## config.mk

```make
export PLATFORM = sky130hd
export DESIGN_NAME = scr1_axi_rd_arb_flat
export DESIGN_NICKNAME = d
export VERILOG_FILES = /design/src/rtl/scr1_axi_arb_pkg.sv /design/src/rtl/scr1_axi_rd_arb_if.sv /design/src/rtl/scr1_rr_arb.sv /design/src/rtl/scr1_axi_rd_arb.sv /design/src/flat_wrapper.sv
export SDC_FILE = /design/constraint.sdc
export NUM_CORES = 1
export LEC_CHECK = 0
export ABC_AREA = 1
export ABC_CLOCK_PERIOD_IN_PS = 2860
export BUFFER_PORTS_ARGS = -buffer_cell sky130_fd_sc_hd__buf_2
export CAP_MARGIN = 0
export CORE_AREA = 5 5 106 108
export DETAILED_ROUTE_END_ITERATION = 7
export DIE_AREA = 0 0 111 113
export PLACE_DENSITY = 0.59
export SLEW_MARGIN = 20
export SYNTH_ARGS = -nofsm -noshare
export SYNTH_HDL_FRONTEND = slang
export SYNTH_SLANG_ARGS = --single-unit
export TNS_END_PERCENT = 100
```

## constraint.sdc

```tcl
create_clock -name clk -period 2.86 [get_ports clk]
set_input_delay 0.286 -clock clk [delete_from_list [all_inputs] [get_ports clk]]
set_output_delay 0.286 -clock clk [all_outputs]
set_load 0.01 [all_outputs]
```

## src/rtl/scr1_axi_arb_pkg.sv

```systemverilog
// Shared AXI4 read-arbiter definitions: channel field widths, AR control
// struct, grant lock state and the master-index width helper.
package scr1_axi_arb_pkg;

    localparam int AXI_LEN_W   = 8;
    localparam int AXI_SIZE_W  = 3;
    localparam int AXI_BURST_W = 2;
    localparam int AXI_RESP_W  = 2;
    localparam int OUTST_W     = 4;

    typedef struct packed {
        logic [AXI_LEN_W-1:0]   len;
        logic [AXI_SIZE_W-1:0]  size;
        logic [AXI_BURST_W-1:0] burst;
    } ar_ctrl_t;

    typedef enum logic {
        ARB_FREE   = 1'b0,
        ARB_LOCKED = 1'b1
    } arb_state_e;

    // A single master still needs one index bit so the slave-side ID is never empty.
    function automatic int idxWidth(input int n);
        return (n <= 2) ? 1 : $clog2(n);
    endfunction

endpackage

```

## src/rtl/scr1_axi_rd_arb_if.sv

```systemverilog
// Bundle of N_MST upstream AXI4 read ports plus the single downstream read port.
// The arbiter uses the slave modport; the surrounding system uses master.
interface scr1_axi_rd_arb_if
    import scr1_axi_arb_pkg::*;
#(
    parameter int N_MST  = 2,
    parameter int ID_W   = 3,
    parameter int ADDR_W = 32,
    parameter int DATA_W = 32
);
    localparam int IDX_W = idxWidth(N_MST);

    logic [N_MST-1:0][ID_W-1:0]        s_arid;
    logic [N_MST-1:0][ADDR_W-1:0]      s_araddr;
    logic [N_MST-1:0][AXI_LEN_W-1:0]   s_arlen;
    logic [N_MST-1:0][AXI_SIZE_W-1:0]  s_arsize;
    logic [N_MST-1:0][AXI_BURST_W-1:0] s_arburst;
    logic [N_MST-1:0]                  s_arvalid;
    logic [N_MST-1:0]                  s_arready;

    logic [N_MST-1:0][ID_W-1:0]        s_rid;
    logic [N_MST-1:0][DATA_W-1:0]      s_rdata;
    logic [N_MST-1:0][AXI_RESP_W-1:0]  s_rresp;
    logic [N_MST-1:0]                  s_rlast;
    logic [N_MST-1:0]                  s_rvalid;
    logic [N_MST-1:0]                  s_rready;

    logic [ID_W+IDX_W-1:0]             m_arid;
    logic [ADDR_W-1:0]                 m_araddr;
    logic [AXI_LEN_W-1:0]              m_arlen;
    logic [AXI_SIZE_W-1:0]             m_arsize;
    logic [AXI_BURST_W-1:0]            m_arburst;
    logic                              m_arvalid;
    logic                              m_arready;

    logic [ID_W+IDX_W-1:0]             m_rid;
    logic [DATA_W-1:0]                 m_rdata;
    logic [AXI_RESP_W-1:0]             m_rresp;
    logic                              m_rlast;
    logic                              m_rvalid;
    logic                              m_rready;

    modport slave (
        input  s_arid, s_araddr, s_arlen, s_arsize, s_arburst, s_arvalid,
        output s_arready,
        output s_rid, s_rdata, s_rresp, s_rlast, s_rvalid,
        input  s_rready,
        output m_arid, m_araddr, m_arlen, m_arsize, m_arburst, m_arvalid,
        input  m_arready,
        input  m_rid, m_rdata, m_rresp, m_rlast, m_rvalid,
        output m_rready
    );

    modport master (
        output s_arid, s_araddr, s_arlen, s_arsize, s_arburst, s_arvalid,
        input  s_arready,
        input  s_rid, s_rdata, s_rresp, s_rlast, s_rvalid,
        output s_rready,
        input  m_arid, m_araddr, m_arlen, m_arsize, m_arburst, m_arvalid,
        output m_arready,
        output m_rid, m_rdata, m_rresp, m_rlast, m_rvalid,
        input  m_rready
    );

endinterface

```

## src/rtl/scr1_rr_arb.sv

```systemverilog
// N-way round-robin arbiter whose grant freezes while a presented request
// waits for ready, so the downstream AR payload stays stable.
module scr1_rr_arb
    import scr1_axi_arb_pkg::*;
#(
    parameter int N     = 2,
    parameter int IDX_W = idxWidth(N)
) (
    input  logic             clk,
    input  logic             rst_n,
    input  logic [N-1:0]     req_i,
    input  logic             valid_i,
    input  logic             ready_i,
    output logic [IDX_W-1:0] grant_o
);

    arb_state_e       state_q;
    logic [IDX_W-1:0] ptr_q;
    logic [IDX_W-1:0] ptr_d;
    logic [IDX_W-1:0] lockIdx_q;

    function automatic logic [IDX_W-1:0] rrPick(input logic [N-1:0] req,
                                                input logic [IDX_W-1:0] ptr);
        logic [IDX_W-1:0] pick;
        logic             found;
        int               cand;
        pick  = ptr;
        found = 1'b0;
        for (int k = 0; k < N; k++) begin
            cand = (int'(ptr) + k) % N;
            if (!found && req[cand]) begin
                pick  = IDX_W'(cand);
                found = 1'b1;
            end
        end
        return pick;
    endfunction

    assign grant_o = (state_q == ARB_LOCKED) ? lockIdx_q : rrPick(req_i, ptr_q);
    assign ptr_d   = (grant_o == IDX_W'(N - 1)) ? '0 : grant_o + 1'b1;

    // A stalled request locks the grant; the handshake frees it and moves the pointer past the winner.
    always_ff @(posedge clk or negedge rst_n) begin
        if (!rst_n) begin
            state_q   <= ARB_FREE;
            ptr_q     <= '0;
            lockIdx_q <= '0;
        end else if (valid_i && ready_i) begin
            state_q <= ARB_FREE;
            ptr_q   <= ptr_d;
        end else if (valid_i) begin
            state_q   <= ARB_LOCKED;
            lockIdx_q <= grant_o;
        end
    end

endmodule

```

## src/rtl/scr1_axi_rd_arb.sv

```systemverilog
// AXI4 read-channel arbiter: N_MST masters share one slave port, master index
// is prepended to ARID and used to route R beats back.
module scr1_axi_rd_arb
    import scr1_axi_arb_pkg::*;
#(
    parameter int N_MST     = 2,
    parameter int ID_W      = 3,
    parameter int ADDR_W    = 32,
    parameter int DATA_W    = 32,
    parameter int MAX_OUTST = 4
) (
    input  logic                  clk,
    input  logic                  rst_n,
    scr1_axi_rd_arb_if.slave      bus,
    output logic [OUTST_W-1:0]    outst_cnt,
    output logic                  dec_err
);

    localparam int                 IDX_W   = idxWidth(N_MST);
    localparam logic [OUTST_W-1:0] MAX_CNT = OUTST_W'(MAX_OUTST);

    logic [IDX_W-1:0]   grant;
    logic               notFull;
    logic               arValid;
    logic               arHs;
    ar_ctrl_t           arCtrl;
    logic [ADDR_W-1:0]  arAddr;
    logic [N_MST-1:0]   arReady;

    logic [IDX_W-1:0]   rIdx;
    logic               rIdxHit;
    logic [N_MST-1:0]   rValidVec;
    logic               rReadySel;
    logic               rLastHs;
    logic [DATA_W-1:0]  rData;

    logic [OUTST_W-1:0] outstCnt_q, outstCnt_d;
    logic               decErr_q, decErr_d;

    scr1_rr_arb #(
        .N     (N_MST),
        .IDX_W (IDX_W)
    ) u_rr_arb (
        .clk     (clk),
        .rst_n   (rst_n),
        .req_i   (bus.s_arvalid),
        .valid_i (arValid),
        .ready_i (bus.m_arready),
        .grant_o (grant)
    );

    assign notFull = (outstCnt_q < MAX_CNT);
    assign arValid = (|bus.s_arvalid) && notFull;
    assign arHs    = arValid && bus.m_arready;

    always_comb begin
        arCtrl       = '0;
        arCtrl.len   = bus.s_arlen[grant];
        arCtrl.size  = bus.s_arsize[grant];
        arCtrl.burst = bus.s_arburst[grant];
    end

    assign arAddr        = bus.s_araddr[grant];
    assign bus.m_arvalid = arValid;
    assign bus.m_arid    = {grant, bus.s_arid[grant]};
    assign bus.m_araddr  = arAddr;
    assign bus.m_arlen   = arCtrl.len;
    assign bus.m_arsize  = arCtrl.size;
    assign bus.m_arburst = arCtrl.burst;

    always_comb begin
        arReady = '0;
        if (arHs) begin
            arReady[grant] = 1'b1;
        end
    end
    assign bus.s_arready = arReady;

    // Beats tagged with a nonexistent master index are drained with ready held high.
    assign rIdx = bus.m_rid[ID_W+IDX_W-1:ID_W];

    always_comb begin
        rValidVec = '0;
        rIdxHit   = 1'b0;
        rReadySel = 1'b1;
        for (int i = 0; i < N_MST; i++) begin
            if (rIdx == IDX_W'(i)) begin
                rIdxHit      = 1'b1;
                rValidVec[i] = bus.m_rvalid;
                rReadySel    = bus.s_rready[i];
            end
        end
    end

    assign rData        = bus.m_rdata;
    assign bus.s_rvalid = rValidVec;
    assign bus.m_rready = rReadySel;
    assign bus.s_rid    = {N_MST{bus.m_rid[ID_W-1:0]}};
    assign bus.s_rdata  = {N_MST{rData}};
    assign bus.s_rresp  = {N_MST{bus.m_rresp}};
    assign bus.s_rlast  = {N_MST{bus.m_rlast}};

    assign rLastHs = bus.m_rvalid && rReadySel && bus.m_rlast;

    always_comb begin
        outstCnt_d = outstCnt_q;
        decErr_d   = decErr_q || (bus.m_rvalid && !rIdxHit);
        case ({arHs, rLastHs})
            2'b10: outstCnt_d = outstCnt_q + 1'b1;
            2'b01: begin
                if (outstCnt_q == '0) begin
                    decErr_d = 1'b1;
                end else begin
                    outstCnt_d = outstCnt_q - 1'b1;
                end
            end
            default: outstCnt_d = outstCnt_q;
        endcase
    end

    always_ff @(posedge clk or negedge rst_n) begin
        if (!rst_n) begin
            outstCnt_q <= '0;
            decErr_q   <= 1'b0;
        end else begin
            outstCnt_q <= outstCnt_d;
            decErr_q   <= decErr_d;
        end
    end

    assign outst_cnt = outstCnt_q;
    assign dec_err   = decErr_q;

endmodule
```

## src/flat_wrapper.sv

```systemverilog
// flat-port wrapper written by rule: the top's interface ports become plain ports
module scr1_axi_rd_arb_flat import scr1_axi_arb_pkg::*;
#(
    parameter int N_MST     = 2,
    parameter int ID_W      = 3,
    parameter int ADDR_W    = 32,
    parameter int DATA_W    = 32,
    parameter int MAX_OUTST = 4
)
  (clk, rst_n, outst_cnt, dec_err, bus_s_arid, bus_s_araddr, bus_s_arlen, bus_s_arsize, bus_s_arburst, bus_s_arvalid, bus_s_arready, bus_s_rid, bus_s_rdata, bus_s_rresp, bus_s_rlast, bus_s_rvalid, bus_s_rready, bus_m_arid, bus_m_araddr, bus_m_arlen, bus_m_arsize, bus_m_arburst, bus_m_arvalid, bus_m_arready, bus_m_rid, bus_m_rdata, bus_m_rresp, bus_m_rlast, bus_m_rvalid, bus_m_rready);
  scr1_axi_rd_arb_if #(.N_MST(N_MST), .ID_W(ID_W), .ADDR_W(ADDR_W), .DATA_W(DATA_W)) bus_i ();
  input  logic clk;
  input  logic rst_n;
  output logic [OUTST_W-1:0] outst_cnt;
  output logic dec_err;
  input wire logic [$bits(bus_i.s_arid)-1:0] bus_s_arid;
  input wire logic [$bits(bus_i.s_araddr)-1:0] bus_s_araddr;
  input wire logic [$bits(bus_i.s_arlen)-1:0] bus_s_arlen;
  input wire logic [$bits(bus_i.s_arsize)-1:0] bus_s_arsize;
  input wire logic [$bits(bus_i.s_arburst)-1:0] bus_s_arburst;
  input wire logic [$bits(bus_i.s_arvalid)-1:0] bus_s_arvalid;
  output wire logic [$bits(bus_i.s_arready)-1:0] bus_s_arready;
  output wire logic [$bits(bus_i.s_rid)-1:0] bus_s_rid;
  output wire logic [$bits(bus_i.s_rdata)-1:0] bus_s_rdata;
  output wire logic [$bits(bus_i.s_rresp)-1:0] bus_s_rresp;
  output wire logic [$bits(bus_i.s_rlast)-1:0] bus_s_rlast;
  output wire logic [$bits(bus_i.s_rvalid)-1:0] bus_s_rvalid;
  input wire logic [$bits(bus_i.s_rready)-1:0] bus_s_rready;
  output wire logic [$bits(bus_i.m_arid)-1:0] bus_m_arid;
  output wire logic [$bits(bus_i.m_araddr)-1:0] bus_m_araddr;
  output wire logic [$bits(bus_i.m_arlen)-1:0] bus_m_arlen;
  output wire logic [$bits(bus_i.m_arsize)-1:0] bus_m_arsize;
  output wire logic [$bits(bus_i.m_arburst)-1:0] bus_m_arburst;
  output wire logic [$bits(bus_i.m_arvalid)-1:0] bus_m_arvalid;
  input wire logic [$bits(bus_i.m_arready)-1:0] bus_m_arready;
  input wire logic [$bits(bus_i.m_rid)-1:0] bus_m_rid;
  input wire logic [$bits(bus_i.m_rdata)-1:0] bus_m_rdata;
  input wire logic [$bits(bus_i.m_rresp)-1:0] bus_m_rresp;
  input wire logic [$bits(bus_i.m_rlast)-1:0] bus_m_rlast;
  input wire logic [$bits(bus_i.m_rvalid)-1:0] bus_m_rvalid;
  output wire logic [$bits(bus_i.m_rready)-1:0] bus_m_rready;
  assign bus_i.s_arid = bus_s_arid;
  assign bus_i.s_araddr = bus_s_araddr;
  assign bus_i.s_arlen = bus_s_arlen;
  assign bus_i.s_arsize = bus_s_arsize;
  assign bus_i.s_arburst = bus_s_arburst;
  assign bus_i.s_arvalid = bus_s_arvalid;
  assign bus_s_arready = bus_i.s_arready;
  assign bus_s_rid = bus_i.s_rid;
  assign bus_s_rdata = bus_i.s_rdata;
  assign bus_s_rresp = bus_i.s_rresp;
  assign bus_s_rlast = bus_i.s_rlast;
  assign bus_s_rvalid = bus_i.s_rvalid;
  assign bus_i.s_rready = bus_s_rready;
  assign bus_m_arid = bus_i.m_arid;
  assign bus_m_araddr = bus_i.m_araddr;
  assign bus_m_arlen = bus_i.m_arlen;
  assign bus_m_arsize = bus_i.m_arsize;
  assign bus_m_arburst = bus_i.m_arburst;
  assign bus_m_arvalid = bus_i.m_arvalid;
  assign bus_i.m_arready = bus_m_arready;
  assign bus_i.m_rid = bus_m_rid;
  assign bus_i.m_rdata = bus_m_rdata;
  assign bus_i.m_rresp = bus_m_rresp;
  assign bus_i.m_rlast = bus_m_rlast;
  assign bus_i.m_rvalid = bus_m_rvalid;
  assign bus_m_rready = bus_i.m_rready;
  scr1_axi_rd_arb #(.N_MST(N_MST), .ID_W(ID_W), .ADDR_W(ADDR_W), .DATA_W(DATA_W), .MAX_OUTST(MAX_OUTST)) u_core (.clk(clk), .rst_n(rst_n), .bus(bus_i), .outst_cnt(outst_cnt), .dec_err(dec_err));
endmodule
```

### Word level (Yosys, flattened, before mapping)

Index checks and enable logic that the tools add are counted.

| cells by class | value |
|---|---|
| add/subtract/negate cells | 4 |
| order comparisons | 5 |
| equal/unequal tests | 3 |
| mux-type cells | 31 |
| bitwise gates (word level) | 2 |
| reductions and logical operators | 14 |

Operators by type and width:

| kind | number |
|---|---|
| 2-to-1 mux 32 bit | 2 |
| 2-to-1 mux 1 bit | 17 |
| 2-to-1 mux 8 bit | 2 |
| 2-to-1 mux 3 bit | 4 |
| case mux 4 bit (2 select lines) | 1 |
| logical AND 1 bit | 6 |
| 2-to-1 mux 2 bit | 3 |
| AND reduction 2 bit | 3 |
| adder 4 x 1 -> 4 bit, second input constant | 1 |
| zero test 4 bit | 1 |
| less-than comparator 1 x 2 -> 1 bit, second input constant | 2 |
| less-than comparator 4 x 3 -> 1 bit, second input constant | 1 |
| 2-to-1 mux 4 bit | 1 |
| nonzero test 2 bit | 2 |
| subtractor 4 x 1 -> 4 bit, second input constant | 1 |
| less-than comparator 2 x 3 -> 1 bit, second input constant | 1 |
| adder 1 bit, second input constant | 2 |
| == test 2 x 1 -> 1 bit, second input constant | 1 |
| == test 2 bit, second input constant | 1 |
| != test 2 bit, second input constant | 1 |
| OR reduction 2 bit | 1 |
| bitwise AND 1 bit, first input constant | 1 |
| demux 1 bit (select 1 bit) | 1 |
| greater-or-equal comparator 1 bit, second input constant | 1 |
| other kinds (2) | 2 |

| storage, ports and cells | value |
|---|---|
| register bits | 8 |
| input port bits | 143 |
| output and inout bits | 136 |
| logic and storage cells | 64 |

### Depth between registers and ports, before layout

| logic depth | value |
|---|---|
| word-level depth | 13 |
| mapped depth | 13 |
| gate-level depth less buffers | 13 |

### Modules after synthesis

Synthesis repeated with hierarchy kept, for this count alone.

| unflattened totals | value |
|---|---|
| cells, all modules | 315 |
| area, all modules | 1771.7 sq um |

By module, submodules not included:

| module | times used | cells each | area each (sq um) | sequential area each (sq um) |
|---|---|---|---|---|
| scr1_axi_rd_arb | 1 | 291 | 1605.3 | 125.1 |
| scr1_rr_arb | 1 | 24 | 166.4 | 75.1 |

### Least setup slack after synthesis

OpenSTA, ideal clock, no wires.

| path | value |
|---|---|
| kind | register -> register |
| from | register u_core.outstCnt_q[3] (netlist: u_core.outst_cnt[3]) |
| to | register u_core.outstCnt_q[2] (netlist: u_core.outst_cnt[2]) |
| setup time | 0.077 ns |
| arrival time | 1.535 ns |
| slack | 1.247 ns |
| cell stages (with the launch flop) | 12 |
| buffers on the path | 0 |
| cell sequence | dfrtp_1 -> nor2_4 -> nand3_4 -> nand2_4 -> nand2_1 -> nand2_1 -> inv_2 -> ha_1 -> inv_1 -> nand2_1 -> xor2_1 -> a21oi_1 |

| on the way | value |
|---|---|
| longest elaborated chain between the ends | 6 |

RTL lines:

| element | RTL line | RTL |
|---|---|---|
| start, declared | scr1_axi_rd_arb.sv:37 | `logic [OUTST_W-1:0] outstCnt_q, outstCnt_d;` |
| start signal, assigned | scr1_axi_rd_arb.sv:126 | `outstCnt_q <= outstCnt_d;` |
| less-than comparator 4 x 3 -> 1 bit | scr1_axi_rd_arb.sv:52 | `assign notFull = (outstCnt_q < MAX_CNT);` |
| logical AND 1 bit | scr1_axi_rd_arb.sv:53 | `assign arValid = (\|bus.s_arvalid) && notFull;` |
| logical AND 1 bit | scr1_axi_rd_arb.sv:54 | `assign arHs = arValid && bus.m_arready;` |
| == test 2 x 1 -> 1 bit / == test 2 bit (equally long branches) | scr1_axi_rd_arb.sv:108 | `case ({arHs, rLastHs})` |
| != test 2 bit (no source line) / nonzero test 2 bit (equally long branches) | -- |  |
| AND reduction 2 bit (no source line) | -- |  |

Parallel ways exist; a longest one is shown, timed or not.
A chain may end at the register's enable or synchronous reset.

### Final worst setup path

| path | value |
|---|---|
| from | register u_core.u_rr_arb.state_q |
| to | output bus_m_araddr[19] |

| on the way | value |
|---|---|
| longest elaborated chain between the ends | 3 |

RTL lines:

| element | RTL line | RTL |
|---|---|---|
| start, declared | scr1_rr_arb.sv:17 | `arb_state_e state_q;` |
| start signal, assigned | scr1_rr_arb.sv:45 | `state_q <= ARB_FREE;` |
| start signal, assigned | scr1_rr_arb.sv:49 | `state_q <= ARB_FREE;` |
| start signal, assigned | scr1_rr_arb.sv:52 | `state_q <= ARB_LOCKED;` |
| 2-to-1 mux 1 bit | scr1_rr_arb.sv:39 | `assign grant_o = (state_q == ARB_LOCKED) ? lockIdx_q : rrPick(req_i, ptr_q);` |
| 2-to-1 mux 32 bit (not written as such) (2 in series) | scr1_axi_rd_arb.sv:63 | `assign arAddr = bus.s_araddr[grant];` |
| end, declared | flat_wrapper.sv:30 | `output wire logic [$bits(bus_i.m_araddr)-1:0] bus_m_araddr;` |

No other way between the ends. The select of a mux whose other input is x is not followed.

==> flow_metrics.tcl <==
set metrics [dict create \
    status "finished, final reports clean" \
    crit_chain "inv_1 > o21ai_4 > buf_4 > nand2_1 > nand2_1 > buf_2" \
    maxCapViolations 0 \
    grt_max_degree 32 \
    synth_seq_area_share_pct 11.39 \
    clock_latency_ns 0.23 \
    hold_viol_final 0 \
    p_int_uw 926.7 \
    synth_adder_area_share_pct 0.7117 \
    drive_gt1_share_pct 46.72 \
    antenna_found_initial 0 \
    hpwlAfterDp_um 5755 \
    fillers 1193 \
    worst_setup_path_end_kind "output port" \
    hold_path_class "in2reg" \
    die_height_um 113 \
    syn_area_um2 1758 \
    cp-start-kind "flop" \
    syn_area_per_cell_um2 5.689 \
    cts-root-buf "clkbuf_8" \
    ys_warn_count 0 \
    synth_top_area_share_pct 33.95 \
    viasPerCell 3.648 \
    drtPass1Iterations 4 \
    hold_ws_ns 0.4169 \
    drtIter0Drc 41 \
    p_clk_share_pct 6.3 \
    numCtsBuffers 3 \
    numPortBuffers 167 \
    netlist-cell-type-count 24 \
    synth_simple_gate_area_share_pct 41.85 \
    coreArea_um2 10140 \
    grt_first_pass_wirelength_um 9701 \
    ff2ff_setup_slack_ns 1.16 \
    grt-ovfl-total 0 \
    r2r_cells 11 \
    final_nets 542 \
    start_util_pct 17.34 \
    ant_nets 0 \
    ys_seq_elements 8 \
    design.die.area_um2 12540 \
    drcViolationCount 0 \
    syn-instance-count 309 \
    min_from "bus_m_arready" \
    synthTopCellsByArea "nand2_1, buf_4, dfrtp_1" \
    worstSetupPathType "reg2out" \
    cts_resized 0 \
    final_common_cell "buf_2" \
    cts_tree "yes" \
    synth_top_family_by_area "simple AND/OR/NAND/NOR gates" \
    tightest_slew_ns 0.5499 \
    ios 279 \
    grt_pass1_vias 1913 \
    area_delta_synth_final_pct 26.48 \
    cp_slowest_cell "o21ai_4" \
    synth_top_area_cell "nand2_1" \
    antenna_cells 0 \
    layout_setup_ws_ns 0.6650 \
    gp_congestion 0.8270 \
    skew_ns 0.001973 \
    core.rowCount 37 \
    reg2reg_from "u_core.outst_cnt[2]" \
    power.density_nw_per_um2 943.6 \
    period_minus_slack_ns 2.195 \
    mostFrequentLayoutCells "buf_2, nand2_1, inv_1" \
    crit_required_ns 2.57 \
    htreeDepth 1 \
    ir_drop_uv 328.6 \
    p_switching_uw 1171 \
    fin_crit_sh_pct 76.75 \
    cts_buffer_depth 2 \
    power_uw 2098 \
    path_max_fanout 31 \
    finalWirelength_um 6645 \
    synthXorXnorAreaFrac_pct 1.495 \
    r2r-end "u_core.outst_cnt[2]" \
    leakage_uw 0.001470 \
    die_w_um 111 \
    slew_headroom_pct 63.20 \
    min_path_cells 4 \
    power_frac_comb_pct 82.9 \
    rsz0062_at_grt "no" \
    power_frac_seq_pct 10.7 \
    swShare_pct 55.83 \
    cp_top_family "buffers and inverters" \
    wl_per_cell_um 12.49 \
    clk_pin_slew_ns 0.04 \
    min_to "u_core.u_rr_arb.lockIdx_q" \
    fin_setup_tns_ns 0 \
    utilization_pct 21.93 \
    cp_common_cell "nand2_1" \
    worstPathArrival_ns 1.91 \
    slowest_delay_ns 0.48 \
    cts.sinks 8 \
    slew_violations 0 \
    path_buf_inv 3 \
    finalSetupViolCount 0 \
    max_freq_mhz 455.6 \
    grtUsageTotal_pct 9.451 \
    synth.net_count 453 \
    synthMuxAreaShare_pct 0 \
    dp_slack_ns 0.8551 \
    synth_compound_area_share_pct 4.413 \
    vias 1941 \
]
[worst register-to-register path: stages, from the launching register on]
cell     delay [ns]
dfrtp_1        0.45
nor2_4         0.16
nand3_4        0.16
nand2_4        0.14
nand2_1        0.07
nand2_1        0.07
inv_2          0.04
ha_1           0.16
inv_1          0.05
nand2_1        0.05
xor2_1         0.16
a21oi_1        0.12
[power groups by stage]
stage | Clock [uW] | Sequential (uW) | Combinational (uW)
finish | 133 | 225 | 1740
global route | 146 | 233 | 1970
CTS | 136 | 225 | 1780
detailed placement | 0 | 226 | 1770
global placement | 0 | 225 | 1760
floorplan | 0 | 234 | 1170
[layout make-up]
class                   instances  area, um2  share of cell area (%)
clock buffers                   3      41.29                   1.857
well taps                     136      170.2                   7.653
repair buffers                171      880.8                   39.62
flip-flops and latches          8      200.2                   9.004
multi-input cells             195      859.6                   38.66
inverters                      19      71.32                   3.208
[timing repair]
| action | in CTS | in global routing |
|---|---|---|
| hold buffers | 1 | 0 |
| buffers inserted | 0 | 0 |
| endpoints found under the hold margin | 8 | 0 |
[cells in the mapped netlist]
master / instances
nor2_4: 1
nand2_4: 1
xor2_1: 3
o21ai_1: 2
nor2_1: 5
buf_2: 9
nand3_4: 1
nand3_1: 7
nand2_1: 159
dfrtp_1: 8
nor2_8: 1
inv_2: 2
o21ai_0: 2
a21oi_1: 2
buf_6: 1
ha_1: 1
o21a_1: 1
o21ai_2: 2
o211ai_1: 2
nand2_2: 3
inv_1: 17
o21bai_1: 1
buf_4: 77
nor2_2: 1
[per-layer routing]
layer	vias to the layer above	part of all wire (%)	GRT usage, %
met4	0	2.4	3.120
li1	1024	-	-
met3	19	12	3.850
met2	134	50	17.11
met1	764	35	9.984
met5	-	0	0
[worst max-delay path by stage]
stage,startpoint,to,slack [ns],cells past startpoint
after floorplan,u_core.outst_cnt[3],u_core.outst_cnt[2],1.25,11
after global placement,bus_s_arvalid[1],bus_m_araddr[17],0.90,9
after detailed placement,bus_s_arvalid[1],bus_m_araddr[19],0.86,9
after CTS,u_core.u_rr_arb.state_q,bus_m_araddr[19],0.63,6
after global routing,u_core.u_rr_arb.state_q,bus_m_araddr[20],0.48,7
final,u_core.u_rr_arb.state_q,bus_m_araddr[19],0.67,6
[per-stage QoR]
step / instance area (um2) / instances
floorplan: 1758 / 309
global placement: 2172 / 528
detailed placement: 2172 / 528
CTS: 2223 / 532
global route: 2223 / 532
finish: 2223 / 532
[flip-flops by register name, summed over array words and instances, names as in the netlist]
register	flops
u_core.u_rr_arb.ptr_q	1
u_core.u_rr_arb.state_q	1
u_core.dec_err	1
u_core.outst_cnt	4
u_core.u_rr_arb.lockIdx_q	1
[kinds of logic after synthesis]
group | Yosys count
AO/OA/AOI/OAI | 12
XOR/XNOR | 3
adder cells (fa/ha/maj) | 1
buffers and inverters | 106
flip-flops | 8
AND/OR/NAND/NOR | 179
(Power assumes the default switching activity.)
